$ cat src/rtl/fetch_pkg.sv
// Shared types and widths for the instruction fetch queue.
package fetch_pkg;

  localparam int unsigned XLEN_DEFAULT = 32;
  localparam int unsigned ILEN         = 32;

  typedef struct packed {
    logic [ILEN-1:0]         inst;
    logic [XLEN_DEFAULT-1:0] pc;
  } fetch_entry_t;

endpackage

$ cat src/rtl/sync_fifo.sv
// Power-of-two synchronous FIFO: registered storage, combinational head read,
// synchronous flush that wins over push/pop.
module sync_fifo #(
  parameter  int unsigned WIDTH = 64,
  parameter  int unsigned DEPTH = 4,
  localparam int unsigned PW    = $clog2(DEPTH),
  localparam int unsigned CW    = $clog2(DEPTH) + 1
) (
  input  logic             clk,
  input  logic             rst_n,
  input  logic             flush_i,
  input  logic             push_i,
  input  logic [WIDTH-1:0] wdata_i,
  input  logic             pop_i,
  output logic [WIDTH-1:0] rdata_o,
  output logic [CW-1:0]    count_o
);

  logic [WIDTH-1:0] mem_q [DEPTH];
  logic [PW-1:0]    wr_ptr_q, rd_ptr_q;
  logic [CW-1:0]    count_q;
  logic             pop_ok, push_ok;

  // Guard against underflow/overflow even if the caller misbehaves.
  assign pop_ok  = pop_i && (count_q != '0);
  assign push_ok = push_i && ((count_q != CW'(DEPTH)) || pop_ok) && !flush_i;

  always_ff @(posedge clk) begin
    if (push_ok) mem_q[wr_ptr_q] <= wdata_i;
  end

  always_ff @(posedge clk or negedge rst_n) begin
    if (!rst_n) begin
      wr_ptr_q <= '0;
      rd_ptr_q <= '0;
      count_q  <= '0;
    end else if (flush_i) begin
      wr_ptr_q <= '0;
      rd_ptr_q <= '0;
      count_q  <= '0;
    end else begin
      if (push_ok) wr_ptr_q <= wr_ptr_q + PW'(1);
      if (pop_ok)  rd_ptr_q <= rd_ptr_q + PW'(1);
      count_q <= count_q + CW'(push_ok) - CW'(pop_ok);
    end
  end

  assign rdata_o = mem_q[rd_ptr_q];
  assign count_o = count_q;

endmodule

$ cat src/rtl/fetch_queue.sv
// Instruction fetch queue: issues sequential reads to a 1-cycle memory and
// buffers responses, with credit-based flow control and flush-on-redirect.
module fetch_queue
  import fetch_pkg::*;
#(
  parameter  int unsigned         XLEN     = XLEN_DEFAULT,
  parameter  int unsigned         DEPTH    = 4,
  parameter  logic [XLEN-1:0]     RESET_PC = '0,
  localparam int unsigned         CW       = $clog2(DEPTH) + 1
) (
  input  logic            clk,
  input  logic            rst,
  output logic            imem_en,
  output logic [XLEN-1:0] imem_addr,
  input  logic [ILEN-1:0] imem_dout,
  input  logic            redirect_valid,
  input  logic [XLEN-1:0] redirect_pc,
  output logic            deq_valid,
  input  logic            deq_ready,
  output logic [ILEN-1:0] deq_inst,
  output logic [XLEN-1:0] deq_pc,
  output logic [CW-1:0]   count
);

  localparam int unsigned EW = ILEN + XLEN;

  if (DEPTH < 2 || (DEPTH & (DEPTH - 1)) != 0) begin : g_bad_depth
    $error("fetch_queue: DEPTH must be a power of two and at least 2");
  end

  logic [XLEN-1:0] fetch_pc_q, fetch_pc_d;
  logic [XLEN-1:0] pending_pc_q, pending_pc_d;
  logic            pending_q, pending_d;
  logic            deq_fire, push;
  logic [CW:0]     committed;
  logic [EW-1:0]   head;

  assign deq_fire  = deq_valid && deq_ready;
  // Queued + in-flight entries after this edge's dequeue must leave a free slot.
  assign committed = (CW+1)'(count) + (CW+1)'(pending_q) - (CW+1)'(deq_fire);
  assign imem_en   = rst && !redirect_valid && (committed < (CW+1)'(DEPTH));
  assign imem_addr = fetch_pc_q;
  assign push      = pending_q && !redirect_valid;

  always_comb begin
    fetch_pc_d   = fetch_pc_q;
    pending_pc_d = pending_pc_q;
    pending_d    = imem_en;
    if (redirect_valid) begin
      fetch_pc_d = {redirect_pc[XLEN-1:2], 2'b00};
    end else if (imem_en) begin
      fetch_pc_d   = fetch_pc_q + XLEN'(4);
      pending_pc_d = fetch_pc_q;
    end
  end

  always_ff @(posedge clk or negedge rst) begin
    if (!rst) begin
      fetch_pc_q   <= RESET_PC;
      pending_pc_q <= '0;
      pending_q    <= 1'b0;
    end else begin
      fetch_pc_q   <= fetch_pc_d;
      pending_pc_q <= pending_pc_d;
      pending_q    <= pending_d;
    end
  end

  sync_fifo #(
    .WIDTH (EW),
    .DEPTH (DEPTH)
  ) u_fifo (
    .clk     (clk),
    .rst_n   (rst),
    .flush_i (redirect_valid),
    .push_i  (push),
    .wdata_i ({imem_dout, pending_pc_q}),
    .pop_i   (deq_fire),
    .rdata_o (head),
    .count_o (count)
  );

  assign deq_valid = (count != '0);
  assign deq_inst  = head[EW-1 -: ILEN];
  assign deq_pc    = head[XLEN-1:0];

endmodule

$ cat config.mk
export PLATFORM = sky130hd
export DESIGN_NAME = fetch_queue
export DESIGN_NICKNAME = d
export VERILOG_FILES = /design/src/rtl/fetch_pkg.sv /design/src/rtl/sync_fifo.sv /design/src/rtl/fetch_queue.sv
export SDC_FILE = /design/constraint.sdc
export NUM_CORES = 1
export LEC_CHECK = 0
export ABC_CLOCK_PERIOD_IN_PS = 8800
export CORE_ASPECT_RATIO = 0.7
export CORE_MARGIN = 2
export CORE_UTILIZATION = 51
export CTS_CLUSTER_SIZE = 30
export DETAILED_ROUTE_END_ITERATION = 12
export PLACE_DENSITY = 0.75
export REMOVE_ABC_BUFFERS = 1
export SETUP_SLACK_MARGIN = 0.02
export SYNTH_ARGS = -nofsm -noshare
export SYNTH_HDL_FRONTEND = slang
export SYNTH_HIERARCHICAL = 1
export SYNTH_SLANG_ARGS = --single-unit
$ cat constraint.sdc
create_clock -name clk -period 8.8 [get_ports clk]
set_input_delay 2.2 -clock clk [delete_from_list [all_inputs] [get_ports clk]]
set_output_delay 2.2 -clock clk [all_outputs]
set_load 0.05 [all_outputs]
==> impl_metrics.env <==
export IMPL_cts_buffer_depth=3
export IMPL_synth_seq_area_share_pct=72.5
export IMPL_synth_edf_count=256
export IMPL_slew_viol_final=0
export IMPL_nets=953
export IMPL_worstHoldPathType="register to register"
export IMPL_crit_type="input port to output pin"
export IMPL_post_cts_resized=0
export IMPL_crit_slowest_cell="clkdlybuf4s50_1"
export IMPL_drive_above_1_share_pct=17.9
export IMPL_overflow=0
export IMPL_post_route_util_pct=63.7
export IMPL_status="complete, but fails checks"
export IMPL_slowest_delay_ps=820
export IMPL_clkLatencyLatePin_ps=540
export IMPL_diodes=0
export IMPL_cts_made_buffers=29
export IMPL_gp_routability_congestion=0.795
export IMPL_p_sw_mw=0.783
export IMPL_io_buffer_count=164
export IMPL_p_leak_nw=5.23
export IMPL_drt_wl_total_mm=26.3
export IMPL_core_area_mm2=0.0248
export IMPL_total_power_mw=3.35
export IMPL_worstSetupStartpointType="input port"
export IMPL_slew_headroom_pct=30.0
export IMPL_cts_tree="done"
export IMPL_dp_hpwl_mm=15.6
export IMPL_clock_fmax_mhz=137
export IMPL_clkTransAtPathRegs_ps=60
export IMPL_violations="design-rule violations"
export IMPL_root_buffer="clkbuf_16"
export IMPL_worstPathCellList="clkdlybuf4s50_1, and2_1, ha_1, inv_1, ha_1, and3b_1, nor4b_4, o31ai_4, inv_1, clkdlybuf4s50_1"
export IMPL_clock_sinks=324
export IMPL_syn_avg_cell_area_um2=18.5
export IMPL_fin_area_mm2=0.0158
export IMPL_critPathArrivalTime_ps=5080
export IMPL_syn_to_final_growth_pct=22.1
export IMPL_start_util_pct=52.2
export IMPL_yosys_area_top_type_share_pct=59.4
export IMPL_yosysWarnings=6
export IMPL_grtUsageTotal_pct=20.0
export IMPL_p_per_area_mw_per_mm2=212
export IMPL_wl_per_cell_um=21.5
export IMPL_finalSetupViolations=0
export IMPL_dieArea_mm2=0.0267
export IMPL_pwr_share_comb_pct=9.0
export IMPL_crit_family="buffers and inverters"
export IMPL_worstPathRequired_ps=6600
export IMPL_max_cap_violations=0
export IMPL_ir_worst_vdd_v=0.000174
export IMPL_grt_pass1_wl_mm=40.6
export IMPL_rows=48
export IMPL_synth_seq_cells=324
export IMPL_crit_buf_inv=4
export IMPL_place_area_mm2=0.0149
export IMPL_synth_common_cells="edfxtp_1, dfrtp_1, mux4_2"
export IMPL_layoutNonFillerInstCount=1221
export IMPL_avgViaCountPerCell=5.78
export IMPL_internal_power_mw=2.57
export IMPL_grt_pass1_vias=6989
export IMPL_htreeDepth=1
export IMPL_vias=7056
export IMPL_synthArstFlopShare_pct=21.0
export IMPL_layout_min_cycle_time_ps=7280
export IMPL_cp_end_kind="output pin"
export IMPL_cp_startpoint="deq_ready"
export IMPL_drt_pass1_iter_count=9
export IMPL_cts_hold_buffers=0
export IMPL_ant_nets=0
export IMPL_antenna_found_initial=1
export IMPL_die_y_um=137
export IMPL_drcViolationCount=11
export IMPL_hold_path_startpoint="pending_pc_q[2]$_DFFE_PN0P_"
export IMPL_yosys_top_cells_area="edfxtp_1, dfrtp_1, mux4_2"
export IMPL_yosys_area_top_type="edfxtp_1"
export IMPL_p_sw_share_pct=23.4
export IMPL_worst_slew_pin_slew_ps=1050
export IMPL_syn_inst=699
export IMPL_rsz0062_at_grt="false"
export IMPL_syn_area_mm2=0.0129
export IMPL_ios=169
export IMPL_grt_max_degree=75
export IMPL_yosys_cell_types_count=57
export IMPL_initialDrtViolationCount=541
export IMPL_min_period_over_period_pct=82.7
export IMPL_cp_max_fo=6
export IMPL_p_clk_share_pct=36.5
export IMPL_setup_tns_ps=0
export IMPL_yosysMostFrequentCell="edfxtp_1"
export IMPL_post_cts_setup_buffers=0
export IMPL_dieWidth_um=194
export IMPL_finalClockSkew_ps=14.6
export IMPL_seq_power_share_pct=54.4
export IMPL_r2r_start="u_fifo/count_o[2]$_DFF_PN0_"
export IMPL_final_hold_violation_count=0
export IMPL_ys_flop_type="edfxtp_1"
export IMPL_dp_cells=1168
area by class of cell:
cell class                      instances  area, um^2
Sequential cell                       324        9400
Fill cell                            1727        8990
Multi-Input combinational cell        328        3310
Timing Repair Buffer                  174        1710
Clock buffer                           35         748
Tap cell                              325         407
Clock inverter                         18         169
Inverter                               17        63.8
flip-flops by register name, summed over array words and instances, names as in the netlist:
signal / flops
u_fifo/mem_q: 256
imem_addr: 30
pending_q: 1
u_fifo/wr_ptr_q: 2
u_fifo/count_o: 3
pending_pc_q: 30
u_fifo/rd_ptr_q: 2
cells in the final DEF, fill, tap and decap left out, types with 5 or more instances in the layout:
cell type,n
xnor2_1,7
clkinv_1,5
inv_1,16
or4_1,17
nor2_1,32
clkbuf_1,6
mux2_2,26
dfrtp_1,66
edfxtp_1,256
nand4_1,14
buf_4,11
ha_1,10
nand3_1,13
a31oi_1,22
o31ai_1,15
clkinv_2,8
conb_1,10
mux4_2,64
o21ai_0,13
nand2_1,26
clkdlybuf4s50_1,163
clkbuf_16,29
worst register-to-register path, cell delays in order (launching register included):
cell     delay (ps)
dfrtp_1         520
or3_2           530
and2_1          230
ha_1            190
inv_1            50
ha_1            210
and3b_1         260
nor4b_4         410
o31ai_4         130
buf_4           340
or4_1           600
a31oi_1         180
power by group through the flow:
stage	logic (mW)	registers, mW	clock network [mW]
2_1_floorplan	0.133	1.88	0
3_3_place_gp	0.297	1.85	0
3_5_place_dp	0.303	1.86	0
4_1_cts	0.305	1.82	1.25
5_1_grt	0.323	1.84	1.31
6_report	0.303	1.82	1.22
through the flow:
stage	hold slack, ps	setup slack, ps
6_report	517	1520
2_1_floorplan	471	605
5_1_grt	540	1400
3_5_place_dp	504	1530
3_3_place_gp	495	1570
4_1_cts	519	1520
worst paths after layout:
check,to,slack (ps),depth (start not counted)
worst max-delay path,imem_en,1520,10
max in group asynchronous,u_fifo/rd_ptr_q[1]$_DFFE_PN0P_,6120,2
worst min-delay path,u_fifo/mem_q[0][2]$_DFFE_PP_,520,0
worst min register to register,u_fifo/mem_q[0][2]$_DFFE_PP_,520,0
worst max register to register,imem_addr[23]$_DFFE_PN0P_,5060,11
min in group asynchronous,imem_addr[13]$_DFFE_PN0P_,1960,2
metal layers:
layer | global-route usage [%] | vias up | share of wire [%]
met2 | 31.2 | 252 | 46
met3 | 3.94 | 36 | 7.2
met1 | 29.6 | 3617 | 45
li1 | - | 3149 | -
met5 | 0 | - | 0.049
met4 | 4.44 | 2 | 2.0
cells by family (layout without fill, tap and decap cells):
kind of cell | Yosys count | count (layout) | synth area share, %
and+or+nand+nor | 137 | 137 | 6.01
AOI/OAI and AO/OA | 67 | 67 | 3.66
adders and majority gates | 11 | 11 | 1.12
DFF | 324 | 324 | 72.5
muxes | 93 | 93 | 13.6
buffers and inverters | 56 | 244 | 2.32
xor gates and xnor gates | 10 | 10 | 0.677
other | 1 | 10 | 0.0290
Note: power is estimated with default switching activity, not from simulation.
